`src/rtl/fcc_ground_seg.sv`:
```
// fcc_ground_seg: tags each range-image point as ground/obstacle before it
// reaches fcc_top. The tag combines an absolute height limit with a
// vertical slope check against the previous row's z in the same column.
// The point itself passes through unchanged in a single output register.
// Optional macro FCC_GSEG_STATS_EN enables the per-frame ground_cnt counter.
// When the macro is undefined, ground_cnt is tied to 0.
module fcc_ground_seg #(
  parameter int W        = 16,
  parameter int ROWS     = 30,
  parameter int COLS     = 30,
  parameter int COL_W    = 5,
  parameter int Z_MAX    = 12,
  parameter int SLOPE_TH = 4
) (
  input  logic                clk,
  input  logic                rst,
  input  logic                s_valid,
  output logic                s_ready,
  input  logic [7:0]          s_row,
  input  logic [COL_W-1:0]    s_col,
  input  logic signed [W-1:0] s_x,
  input  logic signed [W-1:0] s_y,
  input  logic signed [W-1:0] s_z,
  output logic                m_valid,
  input  logic                m_ready,
  output logic [7:0]          m_row,
  output logic [COL_W-1:0]    m_col,
  output logic signed [W-1:0] m_x,
  output logic signed [W-1:0] m_y,
  output logic signed [W-1:0] m_z,
  output logic                m_is_ground,
  output logic                frame_done,
  output logic                bad_idx,
  output logic [15:0]         ground_cnt
);

  localparam int                DEPTH    = 1 << COL_W;
  localparam logic signed [W-1:0] Z_MAX_S  = W'(Z_MAX);
  localparam logic [W:0]        SLOPE_S  = (W+1)'(SLOPE_TH);
  localparam logic [COL_W:0]    COLS_EXT = (COL_W+1)'(COLS);
  localparam logic [7:0]        LAST_ROW = 8'(ROWS - 1);
  localparam logic [COL_W-1:0]  LAST_COL = COL_W'(COLS - 1);

  // |a - b| evaluated in W+1 bits so the difference can never wrap
  function automatic logic [W:0] abs_diff(input logic signed [W-1:0] a,
                                          input logic signed [W-1:0] b);
    logic signed [W:0] d;
    d = {a[W-1], a} - {b[W-1], b};
    return d[W] ? -d : d;
  endfunction

  logic                accept;
  logic                is_empty, in_range, row0, ground;
  logic [W:0]          slope;

  logic                m_valid_q, m_valid_d;
  logic [7:0]          m_row_q, m_row_d;
  logic [COL_W-1:0]    m_col_q, m_col_d;
  logic signed [W-1:0] m_x_q, m_x_d, m_y_q, m_y_d, m_z_q, m_z_d;
  logic                m_gnd_q, m_gnd_d;
  logic                frame_done_q, frame_done_d;
  logic                bad_idx_q, bad_idx_d;
  logic signed [W-1:0] zbuf_q [DEPTH];
  logic signed [W-1:0] zbuf_d [DEPTH];
  logic [DEPTH-1:0]    zbuf_v_q, zbuf_v_d;

  assign s_ready = !m_valid_q || m_ready;
  assign accept  = s_valid && s_ready;

  // Classify the incoming point against the height limit and line buffer
  always_comb begin
    is_empty = (s_x == '0) && (s_y == '0) && (s_z == '0);
    in_range = ({1'b0, s_col} < COLS_EXT);
    row0     = (s_row == 8'd0);
    slope    = abs_diff(s_z, zbuf_q[s_col]);
    if (is_empty || !in_range)           ground = 1'b1;
    else if (s_z > Z_MAX_S)              ground = 1'b0;
    else if (row0 || !zbuf_v_q[s_col])   ground = 1'b1;
    else                                 ground = (slope <= SLOPE_S);
  end

  // Output register, sticky error flag, frame-end detection
  always_comb begin
    m_valid_d = m_valid_q;
    m_row_d   = m_row_q;
    m_col_d   = m_col_q;
    m_x_d     = m_x_q;
    m_y_d     = m_y_q;
    m_z_d     = m_z_q;
    m_gnd_d   = m_gnd_q;
    if (accept) begin
      m_valid_d = 1'b1;
      m_row_d   = s_row;
      m_col_d   = s_col;
      m_x_d     = s_x;
      m_y_d     = s_y;
      m_z_d     = s_z;
      m_gnd_d   = ground;
    end else if (m_ready) begin
      m_valid_d = 1'b0;
    end
    bad_idx_d    = bad_idx_q | (accept && !in_range);
    frame_done_d = m_valid_q && m_ready && (m_row_q == LAST_ROW) && (m_col_q == LAST_COL);
  end

  // Line buffer update: row 0 starts a new frame, so an empty row-0 return
  // still invalidates its column rather than leaving last frame's z behind
  always_comb begin
    zbuf_d   = zbuf_q;
    zbuf_v_d = zbuf_v_q;
    if (accept && in_range) begin
      if (!is_empty) begin
        zbuf_d[s_col]   = s_z;
        zbuf_v_d[s_col] = 1'b1;
      end else if (row0) begin
        zbuf_v_d[s_col] = 1'b0;
      end
    end
  end

  // Control and output state with asynchronous reset
  always_ff @(posedge clk or posedge rst) begin
    if (rst) begin
      m_valid_q    <= 1'b0;
      m_row_q      <= '0;
      m_col_q      <= '0;
      m_x_q        <= '0;
      m_y_q        <= '0;
      m_z_q        <= '0;
      m_gnd_q      <= 1'b0;
      frame_done_q <= 1'b0;
      bad_idx_q    <= 1'b0;
      zbuf_v_q     <= '0;
    end else begin
      m_valid_q    <= m_valid_d;
      m_row_q      <= m_row_d;
      m_col_q      <= m_col_d;
      m_x_q        <= m_x_d;
      m_y_q        <= m_y_d;
      m_z_q        <= m_z_d;
      m_gnd_q      <= m_gnd_d;
      frame_done_q <= frame_done_d;
      bad_idx_q    <= bad_idx_d;
      zbuf_v_q     <= zbuf_v_d;
    end
  end

  // z line-buffer storage; contents are qualified by zbuf_v_q
  always_ff @(posedge clk) begin
    zbuf_q <= zbuf_d;
  end

`ifdef FCC_GSEG_STATS_EN
  function automatic logic [15:0] sat_inc(input logic [15:0] v);
    return (v == 16'hFFFF) ? v : v + 16'd1;
  endfunction

  logic [15:0] ground_cnt_q, ground_cnt_d;

  // Per-frame ground count; the (0,0) point restarts it
  always_comb begin
    ground_cnt_d = ground_cnt_q;
    if (accept) begin
      if (row0 && (s_col == '0))
        ground_cnt_d = (ground && !is_empty) ? 16'd1 : 16'd0;
      else if (ground && !is_empty && in_range)
        ground_cnt_d = sat_inc(ground_cnt_q);
    end
  end

  // Counter register
  always_ff @(posedge clk or posedge rst) begin
    if (rst) ground_cnt_q <= '0;
    else     ground_cnt_q <= ground_cnt_d;
  end

  assign ground_cnt = ground_cnt_q;
`else
  assign ground_cnt = 16'd0;
`endif

  assign m_valid     = m_valid_q;
  assign m_row       = m_row_q;
  assign m_col       = m_col_q;
  assign m_x         = m_x_q;
  assign m_y         = m_y_q;
  assign m_z         = m_z_q;
  assign m_is_ground = m_gnd_q;
  assign frame_done  = frame_done_q;
  assign bad_idx     = bad_idx_q;

endmodule

```
`config.mk`:
```
export PLATFORM = sky130hd
export DESIGN_NAME = fcc_ground_seg
export DESIGN_NICKNAME = d
export VERILOG_FILES = /design/src/rtl/fcc_ground_seg.sv
export SDC_FILE = /design/constraint.sdc
export NUM_CORES = 1
export LEC_CHECK = 0
export CAP_MARGIN = 20
export CORE_MARGIN = 5
export CORE_UTILIZATION = 40
export CTS_CLUSTER_SIZE = 12
export DETAILED_ROUTE_END_ITERATION = 12
export DONT_BUFFER_PORTS = 1
export PLACE_DENSITY = 0.67
export SLEW_MARGIN = 30
export SYNTH_ARGS = -nofsm -noshare
export SYNTH_HDL_FRONTEND = slang
export SYNTH_SLANG_ARGS = --single-unit
```
`constraint.sdc`:
```
create_clock -name clk -period 3.6 [get_ports clk]
set_clock_uncertainty 0.2 [all_clocks]
set_input_delay 0.9 -clock clk [delete_from_list [all_inputs] [get_ports clk]]
set_output_delay 0.9 -clock clk [all_outputs]
set_load 0.05 [all_outputs]
```
# == Word-level counts from Yosys, hierarchy flattened ==
# Index checks and enable logic that the tools add are counted.
# op_classes
n_mux,18
order_cmp,7
addsub,2
n_eq_ne,3
bitwise,6
n_reduce_logical,23
# ops
op,count
bitwise mux 512 bit,1
binary-select mux 16 bit (select 5 bit),1
demux 16 bit (select 5 bit),1
two-way mux 32 bit,2
logical NOT 16 bit,3
two-way mux 16 bit,3
AND 32 bit,1
inverter 32 bit,1
bitwise OR 32 bit,1
less-or-equal comparator 17 x 3 -> 1 bit (second input constant),1
two-way mux 17 bit,1
negator 17 bit,1
subtractor 16 x 16 -> 17 bit,1
greater-than comparator 16 x 5 -> 1 bit (second input constant),1
logical AND 1 bit,10
== test 8 x 5 -> 1 bit (second input constant),1
logical NOT 8 bit,1
two-way mux 1 bit,7
>= comparator 6 bit (second input constant),1
less-than comparator 5 x 6 -> 1 bit (second input constant),1
less-than comparator 6 x 1 -> 1 bit (second input constant),1
inverter 5 -> 6 bit,1
binary-select mux 1 bit (select 5 bit),1
demux 1 bit (select 5 bit),1
other kinds (10),15
# totals
out_inout_bits,82
reg_bits,609
elab_cells,101

# == Depth between registers and ports, before layout ==
# Gate-level depths: netlist (run 1).
# logic_depth
ltp_word,11
mapped_depth,19

# == Worst setup path after synthesis (run 1) ==
# OpenSTA, ideal clock, no wires.
# synth_path
path_kind,in2reg
startpoint,in s_col[0]
endpoint,"reg m_gnd_q, in the netlist m_is_ground"
setup_ns,0.103
arrival_time_ns,5.374
t_required_ns,3.297
n_path_buf,4
slack_ns,-2.077
stages,19
cell_sequence,clkbuf_1 buf_2 buf_1 mux4_2 a22oi_1 nand4_1 ha_1 inv_1 fa_1 nand2b_1 nor3_1 mux2i_1 or2_1 clkbuf_1 o31ai_1 a22o_1 o211ai_1 or4_1 o41ai_2
# synth_between
elab_chain_cells,11
# synth_rtl
element,line,text
from (decl),20,"input logic [COL_W-1:0] s_col,"
inverter 5 -> 6 bit (implied by the code),75,"slope = abs_diff(s_z, zbuf_q[s_col]);"
binary-select mux 16 bit (select 5 bit),75,
two-way mux 16 bit (implied by the code) (2 in series),75,
subtractor 16 x 16 -> 17 bit,48,"d = {a[W-1], a} - {b[W-1], b};"
negator 17 bit,49,return d[W] ? -d : d;
two-way mux 17 bit,49,
less-or-equal comparator 17 x 3 -> 1 bit,79,else ground = (slope <= SLOPE_S);
two-way mux 1 bit,78,else if (row0 || !zbuf_v_q[s_col]) ground = 1'b1;
two-way mux 1 bit,77,else if (s_z > Z_MAX_S) ground = 1'b0;
two-way mux 1 bit (*),76,if (is_empty || !in_range) ground = 1'b1;
to (signal assigned),141,m_gnd_q <= m_gnd_d;
to (decl),60,"logic m_gnd_q, m_gnd_d;"
# Every way passes the cells marked *; elsewhere a longest branch is shown, timed or not. The select of a mux whose other input is x is not followed.
# A chain may end at the register's enable or synchronous reset.

# == Final worst setup path (run 1) ==
# Ends and elaborated chain as after synthesis.

==> flow_summary.json, run 1 <==
{
  "ant_nets": 0,
  "p_leak_nw": 10.12,
  "yosysSeqAreaShare_pct": 71.73,
  "dp_cells": 2378,
  "gp_congestion": 0.8892,
  "slowest_delay_ps": 550,
  "io_buffers": 0,
  "clk_latency_ps": 610,
  "yosys.area.top_type_share_pct": 61.95,
  "grt.total_usage_pct": 18.95,
  "synth_flop_cell": "edfxtp_1",
  "synth_enable_flop_cells": 512,
  "wl_per_cell_um": 26.02,
  "holdWs_ps": 175.3,
  "grt_overflow_total": 0,
  "path_cells": "mux4_2 -> a22o_1 -> a221oi_2 -> and3_1 -> ha_2 -> a21o_1 -> a221oi_2 -> a211oi_2 -> nor4_2 -> nor3b_4 -> nand3_2 -> a221oi_2 -> a21oi_1 -> o41ai_2",
  "diodes": 0,
  "p_per_area_mw_per_mm2": 531.7,
  "fin_tns_setup_ps": -812.5,
  "crit_type": "in -> reg",
  "p_clk_share_pct": 36.3,
  "irDropWorstVdd_mv": 0.3955,
  "seqPwrFrac_pct": 53.2,
  "status": "finished with violations",
  "cp_top_family": "compound AO/OA/AOI/OAI gates",
  "grt_pass1_vias": 14280,
  "cts_buffers": 60,
  "core_area_mm2": 0.06160,
  "min_path_type": "reg -> reg",
  "syn2layout_area_growth_pct": 19.17,
  "die_h_um": 259.1,
  "tightest_slew_ps": 691.6,
  "crit_path_frequent_cell": "a221oi_2",
  "grt_max_degree": 146,
  "internal_power_mw": 11.91,
  "synth_area_leaders": "edfxtp_1 (62%), mux4_2 (12%), dfrtp_1 (9.8%)",
  "p_sw_share_pct": 24.24,
  "ios": 147,
  "yosysWarnings": 0,
  "hpwl_mm": 40.02,
  "die_w_um": 259.1,
  "routed-via-count": 14110,
  "violations": "negative setup slack",
  "drtIter0Drc": 1348,
  "min_period_ps": 4412,
  "critPathLaunchType": "input pin",
  "grt_pass1_wl_mm": 95.14,
  "clock_sink_count": 609,
  "dr.pass1.iters": 5,
  "slew_headroom_pct": 53.76,
  "fill_cells": 5057,
  "crit_arrival_ps": 4720,
  "synth-seq-cells": 609,
  "route.detailed.drc": 0,
  "setup_viol": 1,
  "required_ps": 3910,
  "synth.most_common_cell": "edfxtp_1",
  "placed_cell_area_mm2": 0.02750,
  "design_area_mm2": 0.02958,
  "fp.dieArea_mm2": 0.06713,
  "power_switching_mw": 3.812,
  "syn_inst": 1441,
  "antenna_found_initial": 0,
  "fin_nets": 1691,
  "fin_crit_sh_pct": 122.6,
  "clk_pin_slew_worst_paths_ps": 60,
  "hold_viol_final": 0,
  "cap_violations": 0,
  "synth_top_area_cell": "edfxtp_1",
  "drt_wl_total_mm": 64.49,
  "timing.final.ws_setup_ps": -812.5,
  "synth_cell_types": 77,
  "cts_root_buffer": "clkbuf_16",
  "synth-async-reset-ratio_pct": 15.93,
  "layout.cells.non_filler": 2479,
  "path_max_fanout": 142,
  "yosys-top-cells-count": "edfxtp_1 (512), nand2_1 (197), mux4_2 (136)",
  "fmax_ghz": 0.2266,
  "avgSynthCellArea_um2": 17.22,
  "cts_tree": "built",
  "h-tree-depth": 2,
  "clockBufferDepth": 3,
  "netlist_area_mm2": 0.02482,
  "power_mw": 15.73,
  "cp.buffers_inverters": 0,
  "comb_power_share_pct": 10.5,
  "rows": 91,
  "layout-drive-gt1-share_pct": 28.75,
  "cp-end-kind": "flop",
  "start_util_pct": 40.29,
  "rsz0062_at_grt": "true",
  "slew_viol_final": 0,
  "cp_slowest_cell": "mux4_2",
  "vias_per_cell": 5.690
}
[final cells by class]
cell class,instances,area (um^2),area share [%]
flip-flops and latches,609,17800,60.19
inverters,12,48.80,0.1650
well taps,837,1047,3.541
multi-input cells,770,7243,24.49
repair buffers,156,1687,5.703
clock buffers,85,1657,5.601
clock inverters,10,91.34,0.3088
[flip-flops by register name (all words and copies together) (netlist names), named ones only]
register     flops
zbuf_q         512
m_x             16
m_y             16
m_z             16
m_row            8
m_col            5
bad_idx          1
frame_done       1
m_is_ground      1
m_valid          1
[stage by stage]
| stage | utilization, % | worst slack [ps] |
|---|---|---|
| floorplan | - | -1174 |
| global placement | 44.64 | -1445 |
| detailed placement | 44.64 | -1580 |
| CTS | 47.65 | -672.6 |
| global route | 48.01 | -975.1 |
| finish | 48.01 | -812.5 |
[power groups by stage]
stage          sequential (mW)  clock (mW)  combinational, mW
2_1_floorplan             8.45           0               1.11
3_3_place_gp              8.49           0               1.51
3_5_place_dp              8.51           0               1.53
4_1_cts                   8.36        5.81               1.57
5_1_grt                   8.38        6.11               1.80
6_report                  8.36        5.71               1.66
[cells in the final DEF, fill, tap and decap left out, types with 5 or more instances in the layout]
master / n
inv_1: 9
clkbuf_1: 20
and3_1: 14
a221oi_1: 7
a22oi_1: 36
o211ai_1: 5
nand3_1: 7
a221oi_2: 11
conb_1: 48
clkinv_2: 5
buf_4: 114
nor3_1: 6
nor2b_1: 5
xnor2_1: 5
nor2_1: 17
o21ai_0: 61
mux4_2: 136
dfrtp_1: 97
nor2_4: 29
edfxtp_1: 512
a21oi_1: 11
a21o_1: 7
a22o_1: 16
nor4_1: 15
nand2_1: 196
buf_12: 41
ha_1: 8
clkbuf_16: 61
[final timing paths]
kind / from / to / slack, ps / cells past startpoint
worst max-delay path: s_col[0] / m_is_ground / -810 / 14
worst min-delay path: flop / flop / 180 / 0
worst max register to register: zbuf_q[51] / m_is_ground / -700 / 15
worst min register to register: flop / flop / 180 / 0
max in group asynchronous: rst / async pin / 1750 / 4
min in group asynchronous: rst / m_x[9] / 540 / 2
[kinds of logic after synthesis]
family / count (synthesis) / share of synthesized area [%]
compound gates: 211 / 6.241
flops: 609 / 71.73
fa+ha+maj: 18 / 0.9326
other cells: 1 / 0.01511
buf+inv: 109 / 1.986
mux: 138 / 12.42
simple gates: 343 / 6.251
xor+xnor: 12 / 0.4235
[per-layer routing]
layer	GRT usage [%]	routed length (um)	up-vias
li1	-	-	5988
met3	3.103	5089	101
met5	0	0	-
met2	31.79	32000	620
met1	26.26	25960	7396
met4	4.545	1439	0
[timing repair]
item / CTS / global route
setup endpoints to repair: 1 / 1
setup buffers: 1 / 3
pin swaps: 6 / 19
resized for setup: 17 / 31
hold buffers: 0 / 1
hold endpoints to repair: 0 / 11
[worst reg2reg max path, delay by kind of cell (launching register included)]
family	cells	cell delay [ps]
AO/OA/AOI/OAI	8	1680
adder cells (fa/ha/maj)	1	310
buffers and inverters	2	300
flip-flops	1	380
AND/OR/NAND/NOR	3	900
multiplexers	1	460
Note: power is estimated with default switching activity, not from simulation.
==> run 2: changes to the inputs <==
- ABC_CLOCK_PERIOD_IN_PS: not set -> 3600
- PLACE_DENSITY: 0.67 -> 0.61
==> run 2 against run 1 <==
Net effect:
- the run still ends with negative setup slack left
- sequential share of layout area is 0.89 points higher
- critical path depth did not move
- total power grew 0.48%
- utilization down 0.70 points
- maximum frequency decreased by 1.2%
- critical endpoint unchanged
- combinational power up 4%
==> flow_summary.json, run 2 (synthesized netlist as in run 1, its figures left out) <==
{
  "status": "finished with violations",
  "violations": "negative setup slack",
  "slew_viol_final": 0,
  "drtIter0Drc": 1283,
  "slowest_delay_ps": 540,
  "p_leak_nw": 9.972,
  "mostFrequentLayoutCells": "edfxtp_1 (512), nand2_1 (196), mux4_2 (136)",
  "diodes": 0,
  "clk_pin_slew_worst_paths_ps": 70,
  "design_area_mm2": 0.02914,
  "p_sw_share_pct": 24.60,
  "io_buffers": 0,
  "rows": 91,
  "dr.pass1.iters": 6,
  "cp-end-kind": "flop",
  "internal_power_mw": 11.91,
  "min_period_ps": 4467,
  "placed_cell_area_mm2": 0.02702,
  "grt_pass1_wl_mm": 95.37,
  "vias_per_cell": 5.659,
  "timing.final.ws_setup_ps": -867.0,
  "seqPwrFrac_pct": 52.9,
  "die_w_um": 259.1,
  "gp_congestion": 0.8922,
  "syn2layout_area_growth_pct": 17.43,
  "crit_type": "in -> reg",
  "power_mw": 15.80,
  "layout-drive-gt1-share_pct": 28.00,
  "min_path_type": "in -> async",
  "setup_viol": 1,
  "clockBufferDepth": 3,
  "fin_crit_sh_pct": 124.1,
  "p_per_area_mw_per_mm2": 542.2,
  "path_max_fanout": 142,
  "grt.total_usage_pct": 19.09,
  "fp.dieArea_mm2": 0.06713,
  "route.detailed.drc": 0,
  "ant_nets": 0,
  "required_ps": 3930,
  "layout.cells.non_filler": 2469,
  "routed-via-count": 13970,
  "clock_sink_count": 609,
  "critPathLaunchType": "input pin",
  "rsz0062_at_grt": "true",
  "top_register": "zbuf_q",
  "fin_nets": 1678,
  "path_cells": "mux4_2 -> a22o_1 -> a221oi_1 -> and3_1 -> ha_4 -> nor3b_1 -> a311oi_1 -> o211ai_2 -> buf_4 -> o31ai_2 -> a22o_1 -> o211ai_1 -> or4_4 -> o41ai_4",
  "tightest_slew_ps": 831.8,
  "clk_latency_ps": 620,
  "antenna_found_initial": 1,
  "cp_top_family": "compound AO/OA/AOI/OAI gates",
  "fmax_ghz": 0.2239,
  "p_clk_share_pct": 36.1,
  "largest_register_ffs": 512,
  "grt_pass1_vias": 14240,
  "hpwl_mm": 39.94,
  "hold_viol_final": 0,
  "core_area_mm2": 0.06160,
  "slew_headroom_pct": 44.42,
  "wl_per_cell_um": 26.46,
  "start_util_pct": 40.29,
  "layout_commonest_cell": "edfxtp_1",
  "comb_power_share_pct": 10.9,
  "cts_root_buffer": "clkbuf_16",
  "power_switching_mw": 3.887,
  "grt_overflow_total": 0,
  "drt_wl_total_mm": 65.32,
  "die_h_um": 259.1,
  "holdWs_ps": 84.25,
  "grt_max_degree": 146,
  "cts_tree": "built",
  "cts_buffers": 60,
  "irDropWorstVdd_mv": 0.4712,
  "ios": 147,
  "cp_slowest_cell": "mux4_2",
  "h-tree-depth": 2,
  "crit_path_frequent_cell": "a22o_1",
  "dp_cells": 2365,
  "cap_violations": 0,
  "crit_arrival_ps": 4800,
  "cp.buffers_inverters": 1
}
## run 2: final timing paths
kind	from	end	slack (ps)	cells past startpoint
worst min-delay path	rst	m_y[4]	80	1
worst max register to register	zbuf_q[17]	m_is_ground	-760	14
worst max-delay path	s_col[0]	m_is_ground	-870	14
min in group clk	s_z[10]	zbuf_q[218]	170	0
max in group asynchronous	rst	m_z[0]	2300	2
worst min register to register	flop	flop	170	0
## run 2: metrics by stage
step           TNS [ps]  utilization, %  setup WS (ps)
5_1_grt          -968.1           47.31         -968.1
2_1_floorplan    -53830               -          -1174
4_1_cts          -589.2           47.06         -589.2
3_5_place_dp      -7423           43.87          -1411
6_report         -867.0           47.31         -867.0
3_3_place_gp      -2947           43.87          -1347
## run 2: timing repair
action	in CTS	in global routing
resized for setup	29	23
setup endpoints to repair	1	1
hold buffers	0	0
cloned	0	0
pin swaps	10	14
buffers inserted	5	1
## run 2: per-layer routing
layer  share of wire [%]  global-route usage, %  routed length [um]  vias to the layer above
met5               0.011                      0                   7                        -
met4                 2.4                  4.427                1558                        2
met3                 7.0                  3.677                4558                      113
met2                  49                  31.24               32010                      537
met1                  42                  26.88               27190                     7364
li1                    -                      -                   -                     5956
## run 2: final cells by class
type / count / area (um^2)
Tap cell: 837 / 1047
Inverter: 12 / 48.80
Fill cell: 5182 / 32450
Timing Repair Buffer: 143 / 1199
Multi-Input combinational cell: 770 / 7293
Clock inverter: 11 / 71.32
Clock buffer: 87 / 1683
Sequential cell: 609 / 17800
## run 2: power by group through the flow
stage / logic (mW) / registers (mW) / clock network (mW)
2_1_floorplan: 1.11 / 8.45 / 0
3_3_place_gp: 1.53 / 8.50 / 0
3_5_place_dp: 1.54 / 8.51 / 0
4_1_cts: 1.63 / 8.37 / 5.81
5_1_grt: 1.87 / 8.38 / 6.11
6_report: 1.73 / 8.36 / 5.71
## run 2: worst reg2reg max path, cell delays in order, from the launching register on
cell and delay, ps:
edfxtp_1 410, mux4_2 470, a22o_1 250, a221oi_2 240
and3_4 250, fa_2 430, nand2b_4 180, nor3_4 150
mux2i_4 120, or2_4 280, o21ai_0 210, a22o_1 190
o211ai_1 100, or4_4 450, o41ai_4 350
==> run 3: changes to the inputs <==
- MAX_ROUTING_LAYER: not set -> met4
==> run 3 against run 2 <==
Net effect:
- the run still ends with negative setup slack left
- maximum frequency shrank 0.68%
- global-route usage increased by 0.81 points
- clock-buffer cell count up 13
==> flow_summary.json, run 3 (synthesized netlist as in run 1, its figures left out) <==
{
  "p_leak_nw": 10.03,
  "syn2layout_area_growth_pct": 18.16,
  "core_area_mm2": 0.06160,
  "fp.dieArea_mm2": 0.06713,
  "dr.pass1.iters": 5,
  "clk_latency_ps": 600,
  "h-tree-depth": 3,
  "timing.final.ws_setup_ps": -897.5,
  "grt.total_usage_pct": 19.90,
  "hpwl_mm": 39.31,
  "grt_pass1_wl_mm": 95.99,
  "drtIter0Drc": 1227,
  "routed-via-count": 14040,
  "largest_register_ffs": 512,
  "fin_crit_sh_pct": 124.9,
  "min_period_ps": 4498,
  "clock_sink_count": 609,
  "cp-end-kind": "flop",
  "min_path_type": "in -> async",
  "top_register": "zbuf_q",
  "route.detailed.drc": 0,
  "hold_viol_final": 0,
  "required_ps": 3870,
  "start_util_pct": 40.29,
  "violations": "negative setup slack",
  "crit_type": "in -> reg",
  "critPathLaunchType": "input pin",
  "antenna_found_initial": 3,
  "slowest_delay_ps": 470,
  "irDropWorstVdd_mv": 0.3659,
  "grt_pass1_vias": 14320,
  "die_h_um": 259.1,
  "fin_nets": 1675,
  "cts_tree": "built",
  "io_buffers": 0,
  "tightest_slew_ps": 869.0,
  "status": "finished with violations",
  "crit_arrival_ps": 4770,
  "rows": 91,
  "path_max_fanout": 145,
  "layout.cells.non_filler": 2479,
  "cp_slowest_cell": "mux4_2",
  "slew_headroom_pct": 41.93,
  "grt_overflow_total": 0,
  "ios": 147,
  "rsz0062_at_grt": "true",
  "reg2reg_depth": 14,
  "clk_pin_slew_worst_paths_ps": 60,
  "cts_buffers": 66,
  "vias_per_cell": 5.662,
  "postCtsHoldBufs": 0,
  "ant_nets": 0,
  "setup_viol": 1,
  "path_cells": "mux4_2 -> a22oi_2 -> buf_4 -> nand4_1 -> ha_2 -> inv_1 -> fa_2 -> nand2b_4 -> nor3_2 -> mux2i_2 -> nor4_4 -> nor3b_4 -> nor2_1 -> a2111oi_2 -> mux2i_1 -> o41ai_2",
  "clockBufferDepth": 3,
  "cts_root_buffer": "clkbuf_16",
  "p_per_area_mw_per_mm2": 559.9,
  "layout-drive-gt1-share_pct": 27.56,
  "gp_congestion": 0.8758,
  "die_w_um": 259.1,
  "mostFrequentLayoutCells": "edfxtp_1 (512), nand2_1 (196), mux4_2 (136)",
  "fmax_ghz": 0.2223,
  "dp_cells": 2357,
  "layout_commonest_cell": "edfxtp_1",
  "fill_cells": 5140,
  "grt_max_degree": 146,
  "wl_per_cell_um": 26.21,
  "power_mw": 16.42,
  "cap_violations": 0,
  "slew_viol_final": 0,
  "drt_wl_total_mm": 64.99
}
## run 3: what timing repair did
action | in CTS | in global routing
resized for setup | 24 | 18
buffers inserted | 2 | 3
endpoints found under the setup margin | 1 | 1
pin swaps | 7 | 8
## run 3: worst paths after layout
path / startpoint / to / slack (ps)
worst max-delay path: s_col[1] / m_is_ground / -900
worst min-delay path: rst / m_x[1] / 110
worst max register to register: zbuf_q[17] / m_is_ground / -690
worst min register to register: flop / flop / 180
max in group asynchronous: rst / m_is_ground / 2290
min in group clk: flop / flop / 180
## run 3: area by class of cell
cell class | instances | area (um^2) | area share (%)
Antenna cell | 2 | 5.005 | 0.01707
Clock buffer | 100 | 1873 | 6.387
Tap cell | 837 | 1047 | 3.571
Clock inverter | 15 | 145.1 | 0.4949
Sequential cell | 609 | 17800 | 60.70
Inverter | 12 | 48.80 | 0.1664
Timing Repair Buffer | 134 | 1169 | 3.985
Multi-Input combinational cell | 770 | 7236 | 24.67
## run 3: through the flow
step                      utilization [%]  hold slack [ps]  cell area, um^2  worst slack [ps]  TNS (ps)
after floorplan                         -            223.9            25470             -1174    -53830
after global placement              43.84            159.9            27000             -1371     -1371
after detailed placement            43.84            162.5            27000             -1410     -1410
after CTS                           47.36            111.4            29170            -631.5    -631.5
after global routing                47.60            156.4            29320            -888.1    -888.1
final                               47.61            114.9            29330            -897.5    -897.5
## run 3: per-layer routing
metal | wire length [um] | track usage [%]
met1 | 27380 | 27.31
met2 | 31620 | 30.92
met3 | 4742 | 4.572
met4 | 1251 | 4.382
met5 | 0 | -
## run 3: critical path, delay by kind of cell
family	cells	cell delay, ps
fa+ha+maj	2	660
mux	3	760
compound gates	3	750
simple gates	6	1200
buf+inv	2	210
## run 3: report_power, final
part	total, mW	switching (mW)	leakage (nW)	internal (mW)
Combinational	1.68	0.860	3.23	0.824
Sequential	8.36	0.480	5.82	7.88
Clock	6.38	2.69	0.980	3.69
Total	16.4	4.03	10.0	12.4
